## config.mk

```make
export PLATFORM = sky130hd
export DESIGN_NAME = if_fetch_ctrl
export DESIGN_NICKNAME = d
export VERILOG_FILES = /design/src/rtl/if_fetch_ctrl_pkg.sv /design/src/rtl/if_fetch_ctrl_skid.sv /design/src/rtl/if_fetch_ctrl.sv
export SDC_FILE = /design/constraint.sdc
export NUM_CORES = 1
export LEC_CHECK = 0
export CAP_MARGIN = 10
export CORE_MARGIN = 4
export CORE_UTILIZATION = 53
export CTS_BUF_LIST = sky130_fd_sc_hd__clkbuf_8
export CTS_CLUSTER_DIAMETER = 40
export DETAILED_ROUTE_END_ITERATION = 16
export PLACE_DENSITY = 0.9
export SLEW_MARGIN = 20
export SYNTH_ARGS = -nofsm -noshare
export SYNTH_HDL_FRONTEND = slang
export SYNTH_HIERARCHICAL = 1
export SYNTH_SLANG_ARGS = --single-unit
```

## constraint.sdc

```tcl
create_clock -name clk -period 1.96 [get_ports clk]
set_input_delay 0.196 -clock clk [delete_from_list [all_inputs] [get_ports clk]]
set_output_delay 0.196 -clock clk [all_outputs]
set_load 0.01 [all_outputs]
```

## src/rtl/if_fetch_ctrl_pkg.sv

```systemverilog
// Shared fetch-controller definitions: FSM encodings and bus widths.
// Imported by the IF fetch controller and its slot registers.
package if_fetch_ctrl_pkg;

  localparam logic RstEnable  = 1'b1;
  localparam logic ChipEnable = 1'b1;
  localparam logic Branch     = 1'b1;

  localparam int InstAddrBus = 32;
  localparam int InstBus     = 32;

  typedef enum logic [1:0] {
    FETCH_IDLE = 2'b00,
    FETCH_BUSY = 2'b01,
    FETCH_FULL = 2'b10
  } fetch_state_t;

endpackage

```

## src/rtl/if_fetch_ctrl_skid.sv

```systemverilog
// One-entry {pc, inst, valid} register with load and clear.
// Serves both as the skid buffer and as the IF/ID output slot.
module if_skid_reg
  import if_fetch_ctrl_pkg::*;
#(
  parameter int ADDR_W = InstAddrBus,
  parameter int INST_W = InstBus
) (
  input  logic              clk,
  input  logic              rst,
  input  logic              load,
  input  logic              clear,
  input  logic [ADDR_W-1:0] pc_d,
  input  logic [INST_W-1:0] inst_d,
  output logic [ADDR_W-1:0] pc,
  output logic [INST_W-1:0] inst,
  output logic              valid
);

  // clear only drops valid; payload is kept so consumers see stable data
  always_ff @(posedge clk) begin
    if (rst == RstEnable) begin
      pc    <= '0;
      inst  <= '0;
      valid <= 1'b0;
    end else if (clear) begin
      valid <= 1'b0;
    end else if (load) begin
      pc    <= pc_d;
      inst  <= inst_d;
      valid <= 1'b1;
    end
  end

endmodule

```

## src/rtl/if_fetch_ctrl.sv

```systemverilog
// Instruction-fetch controller: one outstanding req/ack fetch,
// PC-stage hold, wrong-path kill and a skid slot toward decode.
module if_fetch_ctrl
  import if_fetch_ctrl_pkg::*;
#(
  parameter int ADDR_W = InstAddrBus,
  parameter int INST_W = InstBus
) (
  input  logic              clk,
  input  logic              rst,
  input  logic [ADDR_W-1:0] pc_i,
  input  logic              ce_i,
  input  logic              branch_flag_i,
  input  logic              id_stall_i,
  output logic              mem_req_o,
  output logic [ADDR_W-1:0] mem_addr_o,
  input  logic              mem_ack_i,
  input  logic [INST_W-1:0] mem_data_i,
  output logic              stall_req_o,
  output logic [ADDR_W-1:0] if_pc_o,
  output logic [INST_W-1:0] if_inst_o,
  output logic              if_valid_o
);

  fetch_state_t state;
  logic         kill;

  logic              br;
  logic              slot_free;
  logic              ack_live;
  logic              busy_dlv;
  logic              full_dlv;
  logic              out_load;
  logic              out_clear;
  logic              skid_load;
  logic              skid_clear;
  logic [ADDR_W-1:0] out_pc_d;
  logic [INST_W-1:0] out_inst_d;
  logic [ADDR_W-1:0] skid_pc;
  logic [INST_W-1:0] skid_inst;
  logic              skid_valid;

  assign br          = (branch_flag_i == Branch);
  assign stall_req_o = (state != FETCH_IDLE);
  assign slot_free   = !if_valid_o || !id_stall_i;

  // an ack is only usable if nothing younger than a branch is in flight
  assign ack_live = (state == FETCH_BUSY) && mem_ack_i
                  && !kill && !br;

  assign busy_dlv  = ack_live && slot_free;
  assign skid_load = ack_live && !slot_free;
  assign full_dlv  = skid_valid && !br && !id_stall_i;

  assign out_load   = busy_dlv || full_dlv;
  assign out_clear  = br || (!id_stall_i && !out_load);
  assign skid_clear = skid_valid && (br || !id_stall_i);

  assign out_pc_d   = busy_dlv ? mem_addr_o : skid_pc;
  assign out_inst_d = busy_dlv ? mem_data_i : skid_inst;

  if_skid_reg #(
    .ADDR_W (ADDR_W),
    .INST_W (INST_W)
  ) u_skid (
    .clk    (clk),
    .rst    (rst),
    .load   (skid_load),
    .clear  (skid_clear),
    .pc_d   (mem_addr_o),
    .inst_d (mem_data_i),
    .pc     (skid_pc),
    .inst   (skid_inst),
    .valid  (skid_valid)
  );

  if_skid_reg #(
    .ADDR_W (ADDR_W),
    .INST_W (INST_W)
  ) u_slot (
    .clk    (clk),
    .rst    (rst),
    .load   (out_load),
    .clear  (out_clear),
    .pc_d   (out_pc_d),
    .inst_d (out_inst_d),
    .pc     (if_pc_o),
    .inst   (if_inst_o),
    .valid  (if_valid_o)
  );

  always_ff @(posedge clk) begin
    if (rst == RstEnable) begin
      state      <= FETCH_IDLE;
      kill       <= 1'b0;
      mem_req_o  <= 1'b0;
      mem_addr_o <= '0;
    end else begin
      case (state)
        FETCH_IDLE: begin
          if (ce_i == ChipEnable && !br) begin
            mem_req_o  <= 1'b1;
            mem_addr_o <= pc_i;
            state      <= FETCH_BUSY;
          end
        end
        FETCH_BUSY: begin
          if (mem_ack_i) begin
            mem_req_o <= 1'b0;
            kill      <= 1'b0;
            if (kill || br || slot_free) begin
              state <= FETCH_IDLE;
            end else begin
              state <= FETCH_FULL;
            end
          end else if (br) begin
            kill <= 1'b1;
          end
        end
        FETCH_FULL: begin
          if (br || !id_stall_i) begin
            state <= FETCH_IDLE;
          end
        end
        default: begin
          state     <= FETCH_IDLE;
          mem_req_o <= 1'b0;
          kill      <= 1'b0;
        end
      endcase
    end
  end

endmodule

```

==> metrics.md <==
| Metric | Value |
|---|---|
| Antenna viol nets, final | `0` |
| Vias per Instance | `5.59` |
| Max stage delay on crit path | `0.36 ns` |
| Min Hold Slack | `0.111 ns` |
| Initial antenna violation count | `0` |
| Total CTS buffers | `17` |
| Run status | `completed` |
| Worst hold-check path type | `primary input to flip-flop` |
| Nets | `1032` |
| Critical-path top delay cell | `mux2_2` |
| Die Y | `133 um` |
| Worst setup EP type | `flip-flop` |
| Routability cong. | `0.790` |
| VDD IR max | `0.476 mV` |
| CTS tree | `built` |
| Met2 Resource Use GR | `0.378` |
| Worst skew pair latency | `0.46 ns` |
| Routed via count | `6630` |
| Clock Skews | `0.0116 ns` |
| Tmin final | `1.70 ns` |
| H-tree levels | `4` |
| Worst Path Class, Setup | `flip-flop to flip-flop` |
| DR pass1 iterations | `5` |
| Cells along the critical path | `and4bb_2 > nand2_2 > buf_12 > mux2_2 > nand4bb_1 > o21ai_1` |
| Root buffer cell | `clkbuf_8` |
| Final hold viol count | `0` |
| Lkg Pwr | `3.67 nW` |
| CP Data Arrival Time | `2.05 ns` |
| FP Rows | `45` |
| Cell Area, Placed | `10100 um^2` |
| DR WL/cell | `17.4 um` |
| Final HPWL DP | `13.5 mm` |
| Startpoint types | `flip-flop` |
| RSZ-0062 raised after global routing | `no` |
| PwrDens | `616 nW/um^2` |
| Met3 Track Usage GR | `0.0616` |
| Syn Inst Count | `830` |
| Syn Area/Cell | `9.98 um^2` |
| Largest net degree at the start of global routing | `66` |
| Met1 usage | `0.292` |
| Share of cells above drive strength 1 | `0.172` |
| First-pass GRT wire length | `33.8 mm` |
| Fmax | `0.587 GHz` |
| Global routing's busiest layer | `met2` |
| Distinct cell type count after synthesis | `25` |
| Crit path required time | `2.31 ns` |
| YS warnings | `6` |
| Clock Sink Count | `166` |
| Tot GR Track Use | `0.231` |
| CTS Buffer Depth | `2` |
| Max_slew headroom | `0.764` |
| Final-report setup violation count | `0` |
| Mapped Area | `8280 um^2` |
| Flops & latches, synth | `166` |
| Final slew viol count | `0` |
| Synth-to-Final Area Change | `26.4%` |
| Clock slew at reported path FFs | `0.08 ns` |
| CTS Hold Bufs | `0` |
| Final cell count without fillers | `1186` |
| Grt total ovfl | `0` |
| Most frequent cells in the layout | `clkdlybuf4s50_1, dfxtp_1, nand2b_1` |
| Fin area | `10500 um^2` |
| Io pins | `169` |
| Die width | `133 um` |
| Core Box Area | `15300 um^2` |
| Tightest Pin Transition | `0.355 ns` |
| Dpl cells | `1154` |
| Post-synthesis sequential area ratio | `0.401` |
| Total Wirelength | `20.7 mm` |
| Initial core utilization | `0.543` |
| DR iter-0 viols | `436` |
| Residual DRC count | `0` |
| Die area | `17700 um^2` |
| IO buf count | `168` |
| Number of global-route vias before repair | `6634` |
| Ant. Diodes | `0` |
| Final Cycle Share | `0.870` |
| Syn nets | `900` |
| CP max FO | `28` |
| MaxCap Viol Count | `0` |
power by group:
part	leakage, nW	total [mW]	internal, mW	switching, mW
registers	1.34	3.44	3.40	0.0399
clock network	0.210	2.38	1.17	1.21
logic	2.12	0.623	0.370	0.253
worst paths after layout:
check	from	endpoint	slack, ns	cells past startpoint
setup reg to reg	state[1]	u_slot/inst[13]	0.26	6
hold / removal	rst	mem_addr_o[29]	0.11	2
setup / recovery	state[1]	u_slot/inst[13]	0.26	6
hold reg to reg	u_slot/inst[16]	u_slot/inst[16]	0.46	2
stage by stage:
| step | worst slack [ns] | TNS (ns) | total power [mW] | util |
|---|---|---|---|---|
| 3_5_place_dp | -0.0316 | -0.449 | 4.14 | 0.661 |
| 2_1_floorplan | 0.201 | 0 | 3.84 | - |
| 4_1_cts | 0.0162 | 0 | 6.48 | 0.686 |
| 6_report | 0.256 | 0 | 6.45 | 0.686 |
| 3_3_place_gp | 0.0160 | 0 | 4.13 | 0.661 |
| 5_1_grt | 0.198 | 0 | 6.66 | 0.686 |
synthesized netlist by cell type, drive strengths merged:
cell       n  area, um^2
o31ai      1        7.51
or2        2        12.5
nor2       7        26.3
a211oi     3        22.5
nor4b      1        23.8
inv        1        3.75
a21oi     35         175
clkbuf    15        63.8
nor2b      2        17.5
nor3       2        10.0
o21ai    128         753
buf       74         572
mux2      64         736
or4b       1        10.0
and2       1        6.26
dfxtp    166        3320
nand2b   129         807
and4bb     1        12.5
nand4bb  128        1440
nand2     69         259
worst max-delay path, delay by kind of cell (launching register included):
kind | cells | cell delay, ns
flops | 1 | 0.35
buf+inv | 1 | 0.23
compound gates | 1 | 0.07
simple gates | 3 | 0.58
mux | 1 | 0.36
logic make-up after synthesis:
family	share of synthesized area
simple gates	0.317
compound gates	0.116
buf+inv	0.0772
mux	0.0888
flops	0.401
layer usage:
metal,up-vias,wire (um)
li1,3215,-
met2,187,9790
met5,-,0
met1,3188,9200
met4,0,489
met3,40,1190
cell type report:
type | instances | area, um^2
clock buffers | 19 | 262
repair buffers | 202 | 2140
flip-flops and latches | 166 | 3320
fillers | 1146 | 4790
clock inverters | 13 | 116
inverters | 1 | 3.75
multi-input cells | 574 | 4360
well taps | 211 | 264
sequential cells by signal, summed over array words and instances, names as in the netlist:
name,cells
u_skid/pc,32
u_slot/inst,32
u_slot/pc,32
mem_req_o,1
mem_addr_o,32
state,2
u_slot/valid,1
u_skid/valid,1
kill,1
u_skid/inst,32
timing repair:
| action | CTS | global route |
|---|---|---|
| buffers inserted | 0 | 0 |
| setup endpoints to repair | 0 | 1 |
| resized for setup | 0 | 1 |
(Power assumes the default switching activity.)
